<file path="config.mk">
export PLATFORM = sky130hd
export DESIGN_NAME = unidade_controle
export DESIGN_NICKNAME = d
export VERILOG_FILES = /design/src/rtl/unidade_controle_pkg.sv /design/src/rtl/unidade_controle_decod_ula.sv /design/src/rtl/unidade_controle.sv
export SDC_FILE = /design/constraint.sdc
export NUM_CORES = 1
export LEC_CHECK = 0
export ABC_AREA = 1
export CORE_MARGIN = 10
export CORE_UTILIZATION = 37
export CTS_BUF_LIST = sky130_fd_sc_hd__clkbuf_8 sky130_fd_sc_hd__clkbuf_16
export CTS_CLUSTER_SIZE = 16
export DETAILED_ROUTE_END_ITERATION = 8
export PLACE_DENSITY = 0.81
export SLEW_MARGIN = 25
export SYNTH_ARGS = -nofsm -noshare
export SYNTH_HDL_FRONTEND = slang
export SYNTH_HIERARCHICAL = 1
export SYNTH_SLANG_ARGS = --single-unit
</file>
<file path="constraint.sdc">
create_clock -name clk -period 1.4 [get_ports clk]
set_input_delay 0.14 -clock clk [delete_from_list [all_inputs] [get_ports clk]]
set_output_delay 0.14 -clock clk [all_outputs]
set_load 0.02 [all_outputs]
</file>
<file path="src/rtl/unidade_controle_pkg.sv">
// Shared types for the multicycle control unit: FSM states, opcodes and
// the encodings of the ULA operation, ALU B-source and result-select buses.
// Optional feature macro: UNIDADE_CONTROLE_JUMP_EN adds the JUMP state/opcode.
package unidade_controle_pkg;

  localparam int unsigned STATE_W = 4;
  localparam int unsigned OPC_W   = 4;
  localparam int unsigned FUNCT_W = 3;
  localparam int unsigned ULA_W   = 3;
  localparam int unsigned SRCB_W  = 2;
  localparam int unsigned RES_W   = 2;

  typedef enum logic [STATE_W-1:0] {
    S_INICIO   = 4'd0,
    S_FETCH    = 4'd1,
    S_DECODE   = 4'd2,
    S_MEMADR   = 4'd3,
    S_MEMREAD  = 4'd4,
    S_MEMWB    = 4'd5,
    S_MEMWRITE = 4'd6,
    S_EXECR    = 4'd7,
    S_ALUWB    = 4'd8,
    S_EXECI    = 4'd9,
    S_BEQ      = 4'd10,
`ifdef UNIDADE_CONTROLE_JUMP_EN
    S_JUMP     = 4'd12,
`endif
    S_PARADO   = 4'd11
  } state_t;

  typedef enum logic [OPC_W-1:0] {
    OP_RTYPE = 4'h0,
    OP_LW    = 4'h1,
    OP_SW    = 4'h2,
    OP_BEQ   = 4'h3,
    OP_ADDI  = 4'h4,
    OP_JUMP  = 4'h5
  } opcode_t;

  typedef enum logic [ULA_W-1:0] {
    ULA_ADD = 3'b000,
    ULA_SUB = 3'b001,
    ULA_AND = 3'b010,
    ULA_OR  = 3'b011,
    ULA_XOR = 3'b100,
    ULA_SLT = 3'b101
  } ula_op_t;

  typedef enum logic [SRCB_W-1:0] {
    SRCB_B   = 2'b00,
    SRCB_ONE = 2'b01,
    SRCB_IMM = 2'b10
  } srcb_t;

  typedef enum logic [RES_W-1:0] {
    RES_ALUOUT = 2'b00,
    RES_MEM    = 2'b01,
    RES_ULA    = 2'b10
  } res_t;

  // Funct codes above SLT have no ULA operation behind them.
  function automatic logic funct_legal(input logic [FUNCT_W-1:0] funct);
    return funct <= FUNCT_W'(ULA_SLT);
  endfunction

endpackage

</file>
<file path="src/rtl/unidade_controle_decod_ula.sv">
// ULA operation decoder.
// Ports: state (current FSM state), funct (R-type field) ->
//        ula_control (ULA operation), illegal_funct (unsupported funct in EXECR).
module decod_ula
  import unidade_controle_pkg::*;
(
  input  state_t             state,
  input  logic [FUNCT_W-1:0] funct,
  output logic [ULA_W-1:0]   ula_control,
  output logic               illegal_funct
);

  // Add is the idle operation; EXECR forwards funct, BEQ compares by subtraction.
  always_comb begin
    ula_control   = ULA_ADD;
    illegal_funct = 1'b0;
    case (state)
      S_EXECR: begin
        if (funct_legal(funct)) ula_control = funct;
        else                    illegal_funct = 1'b1;
      end
      S_BEQ:   ula_control = ULA_SUB;
      default: ula_control = ULA_ADD;
    endcase
  end

endmodule

</file>
<file path="src/rtl/unidade_controle.sv">
// Multicycle processor control unit (Moore FSM).
// Ports: clk, rst_n (async active-low); Opcode/Funct from the IR, Zero from
//        the ULA; datapath controls ULAControl, ALUSrcA, ALUSrcB, ResultSrc,
//        IorD, IRWrite, MemWrite, RegWrite, PCEn; status IllegalOp, Halted,
//        State (debug view of the state register).
// Parameter HALT_OP selects the opcode that parks the sequencer.
// Macro UNIDADE_CONTROLE_JUMP_EN enables opcode 0101 (JUMP).
module unidade_controle
  import unidade_controle_pkg::*;
#(
  parameter logic [OPC_W-1:0] HALT_OP = 4'hF
) (
  input  logic               clk,
  input  logic               rst_n,
  input  logic [OPC_W-1:0]   Opcode,
  input  logic [FUNCT_W-1:0] Funct,
  input  logic               Zero,
  output logic [ULA_W-1:0]   ULAControl,
  output logic               ALUSrcA,
  output logic [SRCB_W-1:0]  ALUSrcB,
  output logic [RES_W-1:0]   ResultSrc,
  output logic               IorD,
  output logic               IRWrite,
  output logic               MemWrite,
  output logic               RegWrite,
  output logic               PCEn,
  output logic               IllegalOp,
  output logic               Halted,
  output logic [STATE_W-1:0] State
);

  state_t state, state_next;
  logic   armed;
  logic   pc_update, branch;
  logic   illegal_opc, illegal_funct;

  // armed delays the INICIO->FETCH step by one edge after reset release.
  always_ff @(posedge clk or negedge rst_n) begin
    if (!rst_n) begin
      state <= S_INICIO;
      armed <= 1'b0;
    end else begin
      state <= state_next;
      armed <= 1'b1;
    end
  end

  // Next state and state-decoded controls.
  always_comb begin
    state_next  = state;
    ALUSrcA     = 1'b0;
    ALUSrcB     = SRCB_B;
    ResultSrc   = RES_ALUOUT;
    IorD        = 1'b0;
    IRWrite     = 1'b0;
    MemWrite    = 1'b0;
    RegWrite    = 1'b0;
    Halted      = 1'b0;
    pc_update   = 1'b0;
    branch      = 1'b0;
    illegal_opc = 1'b0;
    case (state)
      S_INICIO: begin
        if (armed) state_next = S_FETCH;
      end
      S_FETCH: begin
        ALUSrcB    = SRCB_ONE;
        ResultSrc  = RES_ULA;
        IRWrite    = 1'b1;
        pc_update  = 1'b1;
        state_next = S_DECODE;
      end
      S_DECODE: begin
        // Branch target is computed into ALUOut while the opcode is decoded.
        ALUSrcB = SRCB_IMM;
        if (Opcode == OP_RTYPE)                       state_next = S_EXECR;
        else if (Opcode == OP_LW || Opcode == OP_SW)  state_next = S_MEMADR;
        else if (Opcode == OP_BEQ)                    state_next = S_BEQ;
        else if (Opcode == OP_ADDI)                   state_next = S_EXECI;
`ifdef UNIDADE_CONTROLE_JUMP_EN
        else if (Opcode == OP_JUMP)                   state_next = S_JUMP;
`endif
        else if (Opcode == HALT_OP)                   state_next = S_PARADO;
        else begin
          illegal_opc = 1'b1;
          state_next  = S_FETCH;
        end
      end
      S_MEMADR: begin
        ALUSrcA    = 1'b1;
        ALUSrcB    = SRCB_IMM;
        state_next = (Opcode == OP_LW) ? S_MEMREAD : S_MEMWRITE;
      end
      S_MEMREAD: begin
        IorD       = 1'b1;
        state_next = S_MEMWB;
      end
      S_MEMWB: begin
        ResultSrc  = RES_MEM;
        RegWrite   = 1'b1;
        state_next = S_FETCH;
      end
      S_MEMWRITE: begin
        IorD       = 1'b1;
        MemWrite   = 1'b1;
        state_next = S_FETCH;
      end
      S_EXECR: begin
        ALUSrcA    = 1'b1;
        state_next = S_ALUWB;
      end
      S_EXECI: begin
        ALUSrcA    = 1'b1;
        ALUSrcB    = SRCB_IMM;
        state_next = S_ALUWB;
      end
      S_ALUWB: begin
        RegWrite   = 1'b1;
        state_next = S_FETCH;
      end
      S_BEQ: begin
        ALUSrcA    = 1'b1;
        branch     = 1'b1;
        state_next = S_FETCH;
      end
`ifdef UNIDADE_CONTROLE_JUMP_EN
      S_JUMP: begin
        pc_update  = 1'b1;
        state_next = S_FETCH;
      end
`endif
      S_PARADO: begin
        Halted = 1'b1;
      end
      default: state_next = S_INICIO;
    endcase
  end

  decod_ula u_decod_ula (
    .state         (state),
    .funct         (Funct),
    .ula_control   (ULAControl),
    .illegal_funct (illegal_funct)
  );

  // PCEn is the one control allowed to see Zero combinationally.
  assign PCEn      = pc_update | (branch & Zero);
  assign IllegalOp = illegal_opc | illegal_funct;
  assign State     = state;

endmodule

</file>
==> flow_summary_export.csv, run 1 <==
group,metric,value,unit
outcome,status,"finished with violations",
outcome,violations,"negative setup slack",
global_route,grt_pass1_wl,3610,um
sta,drv_slew,0,
worst_setup_path,cp.required,1.26,ns
placement,gp_congestion,0.896,
worst_setup_path,setup.worst_path.end_class,"output port",
die,core_region_area,1300,um2
sta,finalCritPeriodShare,116,%
clock_network,cts_root_buffer,"clkbuf_8",
die,initial_core_util,39.4,%
sta,setup_tns,-1.09,ns
logic_synthesis,avgSynthCellArea,5.90,um2
pwr,p_leak,0.000627,uW
logic_synthesis,ys.flop_type,"dfrtp_1",
clock_network,clkSinkCount,5,
die,rows,13,
pwr,ir_drop,1.62,mV
worst_setup_path,crit_type,"register to output port",
sta,finalCriticalPeriod,1.63,ns
routing,routedWlPerCell,20.8,um
routing,final_antenna_net_count,0,
worst_setup_path,rr_worst_depth,9,
global_route,overflow,0,
job,maxCapViolations,0,
die,die_w,57.2,um
placement,io_buffer_count,28,
cells_and_area,antennaDiodeCount,0,
logic_synthesis,postSynthCellCount,87,
logic_synthesis,yosysMostFrequentCell,"nand2_1",
logic_synthesis,ys_types,20,
clock_network,path_clk_slew,0.04,ns
cells_and_area,area_delta_synth_final,132,%
logic_synthesis,syn-num-nets,97,
routing,dr_total_vias,927,
clock_network,cts_tree,"built",
logic_synthesis,synth_commonest_cells,"nand2_1, nor2_1, inv_1",
cells_and_area,drive_above_1_share,56.4,%
worst_setup_path,cp-start-kind,"register",
global_route,grt_max_degree,7,
logic_synthesis,synth_top_area_share,24.4,%
worst_setup_path,startpoint,"State[3]$_DFFE_PN0P_",
placement,place_area,982,um2
sta,hold_violations,0,
clock_network,htreeDepth,1,
routing,viasPerCell,5.65,
sta,fin_skew,0.00724,ns
logic_synthesis,synth-async-reset-ratio,100,%
routing,dr.pass1.iters,5,
die,ios,29,
sta,whs,0.162,ns
logic_synthesis,synth-seq-area-share,24.4,%
cells_and_area,fin_area,1190,um2
logic_synthesis,yosysWarnings,6,
worst_setup_path,cp.arrival,1.49,ns
logic_synthesis,ys_ff_latch,5,
worst_setup_path,path_max_fanout,3,
die,die_height,57.2,um
global_route,first_global_vias,808,
clock_network,cts_buffer_depth,2,
placement,hpwl,1610,um
routing,dr.first_iter.drc_count,57,
sta,max_clock_freq,615,MHz
clock_network,cts_made_buffers,3,
routing,wl,3410,um
sta,timing.final.ws_setup,-0.226,ns
logic_synthesis,yosysTopAreaCell,"dfrtp_1",
sta,grt_setup_unrepaired,"true",
logic_synthesis,yosys-top-cells-area,"dfrtp_1, nand2_1, nor2_1",
pwr,power.density,2290,nW/um2
global_route,grt_util_all_layers,13.4,%
sta,setup_violations,16,
routing,drc,0,
die,die-area,3280,um2
clock_network,insertion_delay,0.24,ns
global_route,antenna_found_initial,0,
logic_synthesis,syn_area,513,um2
worst_setup_path,rr_startpoint,"State[1]$_DFFE_PN0P_",
worst_hold_path,hold_path_class,"input pin to async pin",
cells_and_area,final_nets,160,
logic_synthesis,synth_edf_count,0,
state kept, by name, summed over array words and instances (netlist names):
name / flops
State: 4
armed: 1
cells in the final DEF, fill, tap and decap left out, drive strengths merged, types with 2 or more instances in the layout:
cell            n
nor2           18
clkbuf          3
a21oi           4
o21ai           2
nand3b          3
nand3           7
clkdlybuf4s50   9
dfrtp           5
buf            46
dlygate4sd2     4
nand2          27
inv            15
through the flow:
stage / total power [uW] / std cells / util (%) / setup WS, ns
2_1_floorplan: 1050 / 87 / - / -0.0242
3_3_place_gp: 1890 / 152 / 75.5 / -0.349
3_5_place_dp: 1910 / 152 / 75.5 / -0.391
4_1_cts: 2230 / 157 / 80.1 / -0.0954
5_1_grt: 2850 / 164 / 91.6 / -0.247
6_report: 2730 / 164 / 91.6 / -0.226
final cells by class:
cell class              count  area (um2)
clock inverters             1        3.75
clock buffers               3        41.3
inverters                  14        57.6
multi-input cells          67         417
fillers                    57         109
flip-flops and latches      5         130
well taps                  15        18.8
repair buffers             59         524
cells by family after synthesis:
group                  count (synthesis)  share of synthesized area (%)
other                                  1                          0.731
flip-flops                             5                           24.4
AND/OR/NAND/NOR                       56                           51.0
buffers and inverters                 15                           11.7
AO/OA/AOI/OAI                         10                           12.2
critical path: stages (launching register included):
cell     delay (ns)
dfrtp_2        0.42
inv_1          0.08
nand2_1        0.08
nor2_2         0.13
inv_2          0.07
buf_6          0.12
nor2_1         0.17
buf_4          0.19
worst paths after layout:
path	endpoint	slack, ns
worst max register to register	State[0]$_DFFE_PN0P_	-0.10
min in group clk	State[0]$_DFFE_PN0P_	0.69
worst max-delay path	ULAControl[1]	-0.23
worst min register to register	State[0]$_DFFE_PN0P_	0.69
worst min-delay path	armed$_DFF_PN0_	0.16
max in group asynchronous	State[3]$_DFFE_PN0P_	0.97
layer usage:
| metal | part of all wire, % | wire, um | vias to the layer above | global-route usage (%) |
|---|---|---|---|---|
| met5 | 0 | 0 | - | 0 |
| met4 | 7.3 | 250 | 0 | 5.70 |
| met2 | 49 | 1670 | 93 | 26.2 |
| met1 | 34 | 1150 | 407 | 12.5 |
| met3 | 9.6 | 328 | 31 | 3.54 |
| li1 | - | - | 396 | - |
report_power, final:
group / switching, uW / total, uW / internal [uW]
registers: 100 / 307 / 207
logic: 1160 / 2130 / 980
clock network: 97.4 / 288 / 190
total: 1350 / 2730 / 1380
timing repair:
item	4_1_cts	5_1_grt
hold buffers	0	0
endpoints found under the setup margin	19	15
pin swaps	5	10
buffers inserted	1	7
resized for setup	88	36
Note: power is estimated with default switching activity, not from simulation.
==> inputs of run 2 (changes only) <==
--- a/config.mk
+++ b/config.mk
@@ -9,7 +9,7 @@
 export CORE_MARGIN = 10
 export CORE_UTILIZATION = 37
 export CTS_BUF_LIST = sky130_fd_sc_hd__clkbuf_8 sky130_fd_sc_hd__clkbuf_16
-export CTS_CLUSTER_SIZE = 16
+export CTS_CLUSTER_SIZE = 24
 export DETAILED_ROUTE_END_ITERATION = 8
 export PLACE_DENSITY = 0.81
 export SLEW_MARGIN = 25
==> results of run 2 <==
Final layout, timing and power as in run 1 (identical DEF).
